==> src/rtl/cpu_core_p_pkg.sv <==
// Shared definitions for the parametrised multi-cycle core: opcodes, FSM
// encoding and instruction field positions.
package cpu_pkg_p;

  typedef enum logic [2:0] {
    S_FETCH  = 3'd0,
    S_DECODE = 3'd1,
    S_EXEC   = 3'd2,
    S_WB     = 3'd3,
    S_HALT   = 3'd4
  } state_e;

  localparam logic [3:0] OP_NOP  = 4'h0;
  localparam logic [3:0] OP_ADD  = 4'h1;
  localparam logic [3:0] OP_SUB  = 4'h2;
  localparam logic [3:0] OP_AND  = 4'h3;
  localparam logic [3:0] OP_OR   = 4'h4;
  localparam logic [3:0] OP_XOR  = 4'h5;
  localparam logic [3:0] OP_SHL  = 4'h6;
  localparam logic [3:0] OP_SHR  = 4'h7;
  localparam logic [3:0] OP_LDI  = 4'h8;
  localparam logic [3:0] OP_ADDI = 4'h9;
  localparam logic [3:0] OP_MOV  = 4'hA;
  localparam logic [3:0] OP_CMP  = 4'hB;
  localparam logic [3:0] OP_BZ   = 4'hC;
  localparam logic [3:0] OP_BC   = 4'hD;
  localparam logic [3:0] OP_HLT  = 4'hE;
  localparam logic [3:0] OP_JMP  = 4'hF;

  // Instruction layout, MSB first: {opcode, rs, rt, rd, imm}.
  function automatic int instr_width(input int raw, input int dw);
    return 4 + 3 * raw + dw;
  endfunction

  function automatic int op_lsb(input int raw, input int dw);
    return dw + 3 * raw;
  endfunction

  function automatic int rs_lsb(input int raw, input int dw);
    return dw + 2 * raw;
  endfunction

  function automatic int rt_lsb(input int raw, input int dw);
    return dw + raw;
  endfunction

  function automatic int rd_lsb(input int raw, input int dw);
    return dw + 0 * raw;
  endfunction

  function automatic logic is_write_op(input logic [3:0] op);
    return (op >= OP_ADD) && (op <= OP_MOV);
  endfunction

  function automatic logic is_flag_op(input logic [3:0] op);
    return ((op >= OP_ADD) && (op <= OP_SHR)) || (op == OP_ADDI) || (op == OP_CMP);
  endfunction

endpackage

==> src/rtl/cpu_core_p_alu.sv <==
// Combinational ALU: result, zero/carry flags and whether this opcode
// is allowed to update the flag register.
module alu_p
  import cpu_pkg_p::*;
#(
  parameter int DW = 8
) (
  input  logic [3:0]    op,
  input  logic [DW-1:0] a,
  input  logic [DW-1:0] b,
  input  logic [DW-1:0] imm,
  output logic [DW-1:0] result,
  output logic          z,
  output logic          c,
  output logic          upd_flags
);
  localparam int SW = $clog2(DW);

  logic [DW:0] sum_ab;
  logic [DW:0] diff_ab;
  logic [DW:0] sum_ai;

  // The extra top bit of the subtraction is the borrow, i.e. a < b.
  assign sum_ab  = {1'b0, a} + {1'b0, b};
  assign diff_ab = {1'b0, a} - {1'b0, b};
  assign sum_ai  = {1'b0, a} + {1'b0, imm};

  always_comb begin
    result = '0;
    c      = 1'b0;
    case (op)
      OP_ADD:         begin result = sum_ab[DW-1:0];  c = sum_ab[DW];  end
      OP_SUB, OP_CMP: begin result = diff_ab[DW-1:0]; c = diff_ab[DW]; end
      OP_AND:         result = a & b;
      OP_OR:          result = a | b;
      OP_XOR:         result = a ^ b;
      OP_SHL:         result = a << imm[SW-1:0];
      OP_SHR:         result = a >> imm[SW-1:0];
      OP_LDI:         result = imm;
      OP_ADDI:        begin result = sum_ai[DW-1:0];  c = sum_ai[DW];  end
      OP_MOV:         result = a;
      default:        result = '0;
    endcase
    z         = (result == '0);
    upd_flags = is_flag_op(op);
  end

endmodule

==> src/rtl/cpu_core_p.sv <==
// Parametrised multi-cycle core: FETCH -> DECODE -> EXEC -> (WB) -> FETCH,
// with an external instruction memory and a halt state left only by reset.
module cpu_core_p
  import cpu_pkg_p::*;
#(
  parameter int            DW       = 8,
  parameter int            NREG     = 16,
  parameter int            AW       = 8,
  parameter logic [AW-1:0] RESET_PC = '0,
  localparam int           RAW      = $clog2(NREG),
  localparam int           IW       = instr_width(RAW, DW)
) (
  input  logic           clk,
  input  logic           rst,
  output logic           imem_req,
  output logic [AW-1:0]  imem_addr,
  input  logic           imem_ack,
  input  logic [IW-1:0]  imem_rdata,
  output logic           wb_valid,
  output logic [RAW-1:0] wb_addr,
  output logic [DW-1:0]  wb_data,
  output logic           flag_zero,
  output logic           flag_carry,
  output logic           halted,
  output logic [AW-1:0]  pc
);
  localparam int OP_L = op_lsb(RAW, DW);
  localparam int RS_L = rs_lsb(RAW, DW);
  localparam int RT_L = rt_lsb(RAW, DW);
  localparam int RD_L = rd_lsb(RAW, DW);

  state_e         state, state_nx;
  logic           run;
  logic [IW-1:0]  ir;
  logic [DW-1:0]  regs [NREG];
  logic [DW-1:0]  a_q, b_q;
  logic [AW-1:0]  pc_q;
  logic           z_q, c_q;

  logic [3:0]     op;
  logic [RAW-1:0] rs, rt, rd;
  logic [DW-1:0]  imm;
  logic [DW-1:0]  alu_res;
  logic           alu_z, alu_c, alu_upd;
  logic [AW-1:0]  target;
  logic           take_branch;
  logic           fetch_go;

  assign op  = ir[OP_L +: 4];
  assign rs  = ir[RS_L +: RAW];
  assign rt  = ir[RT_L +: RAW];
  assign rd  = ir[RD_L +: RAW];
  assign imm = ir[DW-1:0];

  if (AW <= DW) begin : g_tgt_trunc
    assign target = imm[AW-1:0];
  end else begin : g_tgt_ext
    assign target = {{(AW - DW){1'b0}}, imm};
  end

  alu_p #(.DW(DW)) u_alu (
    .op        (op),
    .a         (a_q),
    .b         (b_q),
    .imm       (imm),
    .result    (alu_res),
    .z         (alu_z),
    .c         (alu_c),
    .upd_flags (alu_upd)
  );

  always_comb begin
    case (op)
      OP_BZ:   take_branch = z_q;
      OP_BC:   take_branch = c_q;
      OP_JMP:  take_branch = 1'b1;
      default: take_branch = 1'b0;
    endcase
  end

  // Fetch handshake: imem_req stays high with a stable imem_addr until the
  // first cycle in which imem_ack is also high; that cycle transfers the word.
  // run keeps req low for the cycle following any reset edge.
  assign fetch_go = (state == S_FETCH) && run && imem_ack;

  always_ff @(posedge clk) begin
    if (!rst) begin
      state <= S_FETCH;
      run   <= 1'b0;
    end else begin
      state <= state_nx;
      run   <= 1'b1;
    end
  end

  always_comb begin
    state_nx = state;
    case (state)
      S_FETCH:  if (fetch_go) state_nx = S_DECODE;
      S_DECODE: state_nx = S_EXEC;
      S_EXEC: begin
        if (op == OP_HLT)         state_nx = S_HALT;
        else if (is_write_op(op)) state_nx = S_WB;
        else                      state_nx = S_FETCH;
      end
      S_WB:     state_nx = S_FETCH;
      S_HALT:   state_nx = S_HALT;
      default:  state_nx = S_FETCH;
    endcase
  end

  always_comb begin
    imem_req = (state == S_FETCH) && run;
    halted   = (state == S_HALT);
  end

  always_ff @(posedge clk) begin
    if (!rst) begin
      ir       <= '0;
      a_q      <= '0;
      b_q      <= '0;
      pc_q     <= RESET_PC;
      z_q      <= 1'b0;
      c_q      <= 1'b0;
      wb_valid <= 1'b0;
      wb_addr  <= '0;
      wb_data  <= '0;
      for (int i = 0; i < NREG; i++) regs[i] <= '0;
    end else begin
      wb_valid <= (state == S_EXEC) && is_write_op(op);
      case (state)
        S_FETCH: if (fetch_go) ir <= imem_rdata;
        S_DECODE: begin
          a_q <= regs[rs];
          b_q <= regs[rt];
        end
        S_EXEC: begin
          if (alu_upd) begin
            z_q <= alu_z;
            c_q <= alu_c;
          end
          if (is_write_op(op)) begin
            wb_addr <= rd;
            wb_data <= alu_res;
          end
          if (op != OP_HLT) pc_q <= take_branch ? target : pc_q + AW'(1);
        end
        S_WB:    regs[wb_addr] <= wb_data;
        default: ;
      endcase
    end
  end

  assign imem_addr  = pc_q;
  assign pc         = pc_q;
  assign flag_zero  = z_q;
  assign flag_carry = c_q;

endmodule

==> config.mk <==
export PLATFORM = sky130hd
export DESIGN_NAME = cpu_core_p
export DESIGN_NICKNAME = d
export VERILOG_FILES = /design/src/rtl/cpu_core_p_pkg.sv /design/src/rtl/cpu_core_p_alu.sv /design/src/rtl/cpu_core_p.sv
export SDC_FILE = /design/constraint.sdc
export NUM_CORES = 1
export LEC_CHECK = 0
export ABC_AREA = 1
export CORE_MARGIN = 2
export CORE_UTILIZATION = 55
export CTS_CLUSTER_DIAMETER = 80
export DETAILED_ROUTE_END_ITERATION = 6
export GPL_TIMING_DRIVEN = 0
export PLACE_DENSITY = 0.78
export SLEW_MARGIN = 0
export SYNTH_ARGS = -nofsm -noshare
export SYNTH_HDL_FRONTEND = slang
export SYNTH_SLANG_ARGS = --single-unit
==> constraint.sdc <==
create_clock -name clk -period 2.04 [get_ports clk]
set_input_delay 0.612 -clock clk [delete_from_list [all_inputs] [get_ports clk]]
set_output_delay 0.612 -clock clk [all_outputs]
set_load 0.05 [all_outputs]
==> results.rst <==
.. list-table::
   :header-rows: 1

   * - Metric
     - Value
   * - Outcome
     - complete, but fails checks
   * - Violated checks
     - negative setup slack
   * - Worst-case clock skew
     - 0.01700 ns
   * - Length in cells of the worst reg-to-reg path
     - 12
   * - Crit path DAT
     - 2.51 ns
   * - Global Route met1 Usage
     - 0.4661
   * - Setup slack on the worst flop-to-flop path
     - -0.09 ns
   * - Starting Density
     - 0.5606
   * - Global route hottest layer
     - met2
   * - DP Cell Count
     - 1908
   * - Cell types with the highest counts after synthesis
     - nand2_1, nor2_1, inv_1
   * - Via count of the first global-routing pass
     - 11310
   * - Endpoint class of the critical path
     - flop
   * - Library cells used by synthesis
     - 41
   * - Predominant post-synthesis flop cell
     - edfxtp_1
   * - Final WL
     - 44.08 mm
   * - Worst Path Max Fanout
     - 5
   * - Critical R2R Launch
     - a_q[0]
   * - Cell with the most instances after synthesis
     - nand2_1
   * - Cell count after synthesis
     - 1574
   * - Max-capacitance violation count
     - 0
   * - Worst hold slack
     - 0.4648 ns
   * - Cell area after placement
     - 0.01276 mm²
   * - Vias
     - 12050
   * - Placement Setup Slack
     - -1.168 ns
   * - Crit Reg-Reg Endpoint
     - flag_zero
   * - Core Box Area
     - 0.02109 mm²
   * - Post-CTS clock slew at the launch and capture registers of the worst setup and hold paths
     - 0.08 ns
   * - Fin cells
     - 1961
   * - Post-Synthesis Mean Instance Area
     - 7.511 µm²
   * - Kind of start point of the critical path
     - flop
   * - Critical path required time
     - 2.42 ns
   * - Total global routing track utilization
     - 0.3934
   * - Syn Nets
     - 1639
   * - Layout Area Growth over Synthesis
     - 19.40%
   * - Global-route wire length before repair
     - 65.27 mm
   * - X dimension of the die
     - 150.6 µm
   * - N_diodes
     - 0
   * - Weighted congestion at the end of routability-driven global placement
     - 1.095
   * - Final critical-path setup slack
     - -0.09122 ns
   * - Post-route standard cell area excluding fillers
     - 0.01412 mm²
   * - Relative slew slack
     - 0.3963
   * - Final routed DRC violation total
     - 0
   * - Die H
     - 150.6 µm
   * - Maximum number of buffers from clock root to sink
     - 2
   * - Worst setup path endpoint
     - flag_zero
   * - GR Layer Usage met3
     - 0.06970
   * - Slew of the pin with the lowest slew margin
     - 0.9055 ns
   * - Largest cells by area after synthesis
     - edfxtp_1, dfxtp_1, nand2_1
   * - Number of core rows
     - 53
   * - Die area
     - 0.02268 mm²
   * - Number of enable flip-flop cells after synthesis
     - 128
   * - Final worst path period need
     - 2.131 ns
   * - Hold Fails Final Rpt
     - 0
   * - Kind of critical path
     - flop to flop
   * - Initial antenna violation count
     - 0
   * - Maximum achievable frequency
     - 469.2 MHz
   * - Setup-failing EPs final
     - 26
   * - Hold-fix buffers at CTS
     - 0
   * - Number of detailed-routing iterations run before antenna repair
     - 6
   * - Root buffer cell
     - clkbuf_16
   * - Vias/cell
     - 6.142
   * - VDD IR-drop max
     - 0.5356 mV
   * - CTS tree
     - done
   * - Area fraction of the dominant cell type after synthesis
     - 0.3251
   * - # nets final
     - 1738
   * - Hold crit path type
     - flop to flop
   * - Synth async-reset ratio
     - 0
   * - Setup repair after global routing missed its margin
     - yes
   * - Share of the clock period used by the worst path
     - 1.045
   * - Average routed wire per standard cell
     - 22.48 µm
   * - IO Port Bufs
     - 59
   * - Detailed placement HPWL
     - 32.67 mm
   * - Cell area after technology mapping
     - 0.01182 mm²
   * - Clock network latency to the later pin of the worst-skew pair
     - 0.45 ns
   * - Leftover overflow at the end of global routing
     - 0
   * - Top cell type by total area after synthesis
     - edfxtp_1
   * - Global routing met2 resource utilization
     - 0.6543
   * - Fraction of layout instances using a drive strength above 1
     - 0.1590
   * - Number of clock sinks seen by CTS
     - 195
   * - Largest net degree at the start of global routing
     - 20
   * - Register bit count reported by yosys
     - 195
   * - Total Power
     - 0.01155 W
   * - Pwr dens
     - 818.4 mW/mm²
   * - Boundary Pins
     - 60
   * - Pins Over Slew Limit
     - 0
   * - Num CTS Buffers
     - 17
   * - DRT iter0 DRCs
     - 1305
   * - Leakage power figure
     - 5.651 nW
   * - Htree depth
     - 4
   * - Final antenna-violating net count
     - 0
   * - Start point of the critical path
     - a_q[0]
   * - Yosys warning count
     - 0
   * - Sequential area share after synthesis
     - 0.4386
power breakdown:
part / total, W / switching, W / internal, W
logic: 0.00360 / 0.00242 / 0.00117
clock network: 0.00325 / 0.00164 / 0.00161
registers: 0.00470 / 0.000257 / 0.00445
registers in the layout, summed over array words and instances, names as in the netlist, 3 cells and up:
register / flops
a_q: 8
b_q: 8
imem_addr: 8
ir: 24
regs: 128
state: 3
wb_addr: 4
wb_data: 8
per-stage QoR:
stage,setup TNS (ns),util
final,-0.4788,0.6694
after global placement,-203.56,0.6052
after detailed placement,-210.60,0.6052
after global routing,-2.096,0.6694
after CTS,-0.1469,0.6471
after floorplan,0,-
layout by cell type, fill, tap and decap left out, types with 11 or more instances in the layout:
cell             Yosys  layout
ha_1                35      27
buf_4                9      31
nand2_4              1      13
clkbuf_2             0      24
o21ai_0             99      96
clkdlybuf4s50_1      0      26
clkbuf_16            0      17
nor2_1             189     179
buf_2               17      21
a31oi_1             34      32
inv_1              178     166
a21oi_1            135     132
edfxtp_1           128     128
dlygate4sd2_1        0      11
nand2_2              1      23
o31ai_1             16      16
inv_2                8      17
clkdlybuf4s15_2      0      14
nand2_1            342     305
clkbuf_1            56      29
dfxtp_1             67      49
nand3_1            107     102
o211ai_1            79      79
cell families after synthesis:
family | after synthesis | synth area share
XOR/XNOR | 5 | 0.003704
flip-flops | 195 | 0.4386
AND/OR/NAND/NOR | 672 | 0.2329
adder cells (fa/ha/maj) | 38 | 0.04212
AO/OA/AOI/OAI | 380 | 0.1876
buffers and inverters | 284 | 0.09504
layer usage:
layer  share of wire  wire (µm)  up-vias
met1            0.36      15920     5573
li1                -          -     5503
met5               0          0        -
met3           0.091       4008      197
met2            0.48      20990      772
met4           0.072       3167        0
repair_timing:
item	in CTS	in global routing
gates resized for setup	184	116
buffers inserted	9	15
pin swaps	7	22
endpoints found under the setup margin	252	180
critical path, stage by stage, from the launching register on:
cell and delay [ns]:
dfxtp_4 0.38, inv_4 0.07, ha_4 0.12, inv_2 0.04, fa_2 0.33, or2_4 0.26, nand3_2 0.08, nand3_2 0.10
nor3_4 0.29, nand2_1 0.09, nor2_1 0.11, nand3_1 0.08, a21oi_2 0.14
how the worst min path moves through the flow:
stage	from	cells after the start	endpoint
6_report	ir[9]	2	ir[9]
3_3_place_gp	ir[10]	2	ir[10]
5_1_grt	ir[10]	2	ir[10]
3_5_place_dp	ir[11]	2	ir[11]
4_1_cts	ir[11]	2	ir[11]
2_1_floorplan	ir[10]	2	ir[10]
area by class of cell:
class / instances / area, µm²
fillers: 1821 / 6972
multi-input cells: 1095 / 5986
flip-flops and latches: 195 / 5230
repair buffers: 83 / 810.8
inverters: 192 / 734.5
plain buffers: 89 / 462.9
clock buffers: 19 / 432.9
well taps: 275 / 344.1
clock inverters: 13 / 115.1
Power figures use the tool's default switching activity.
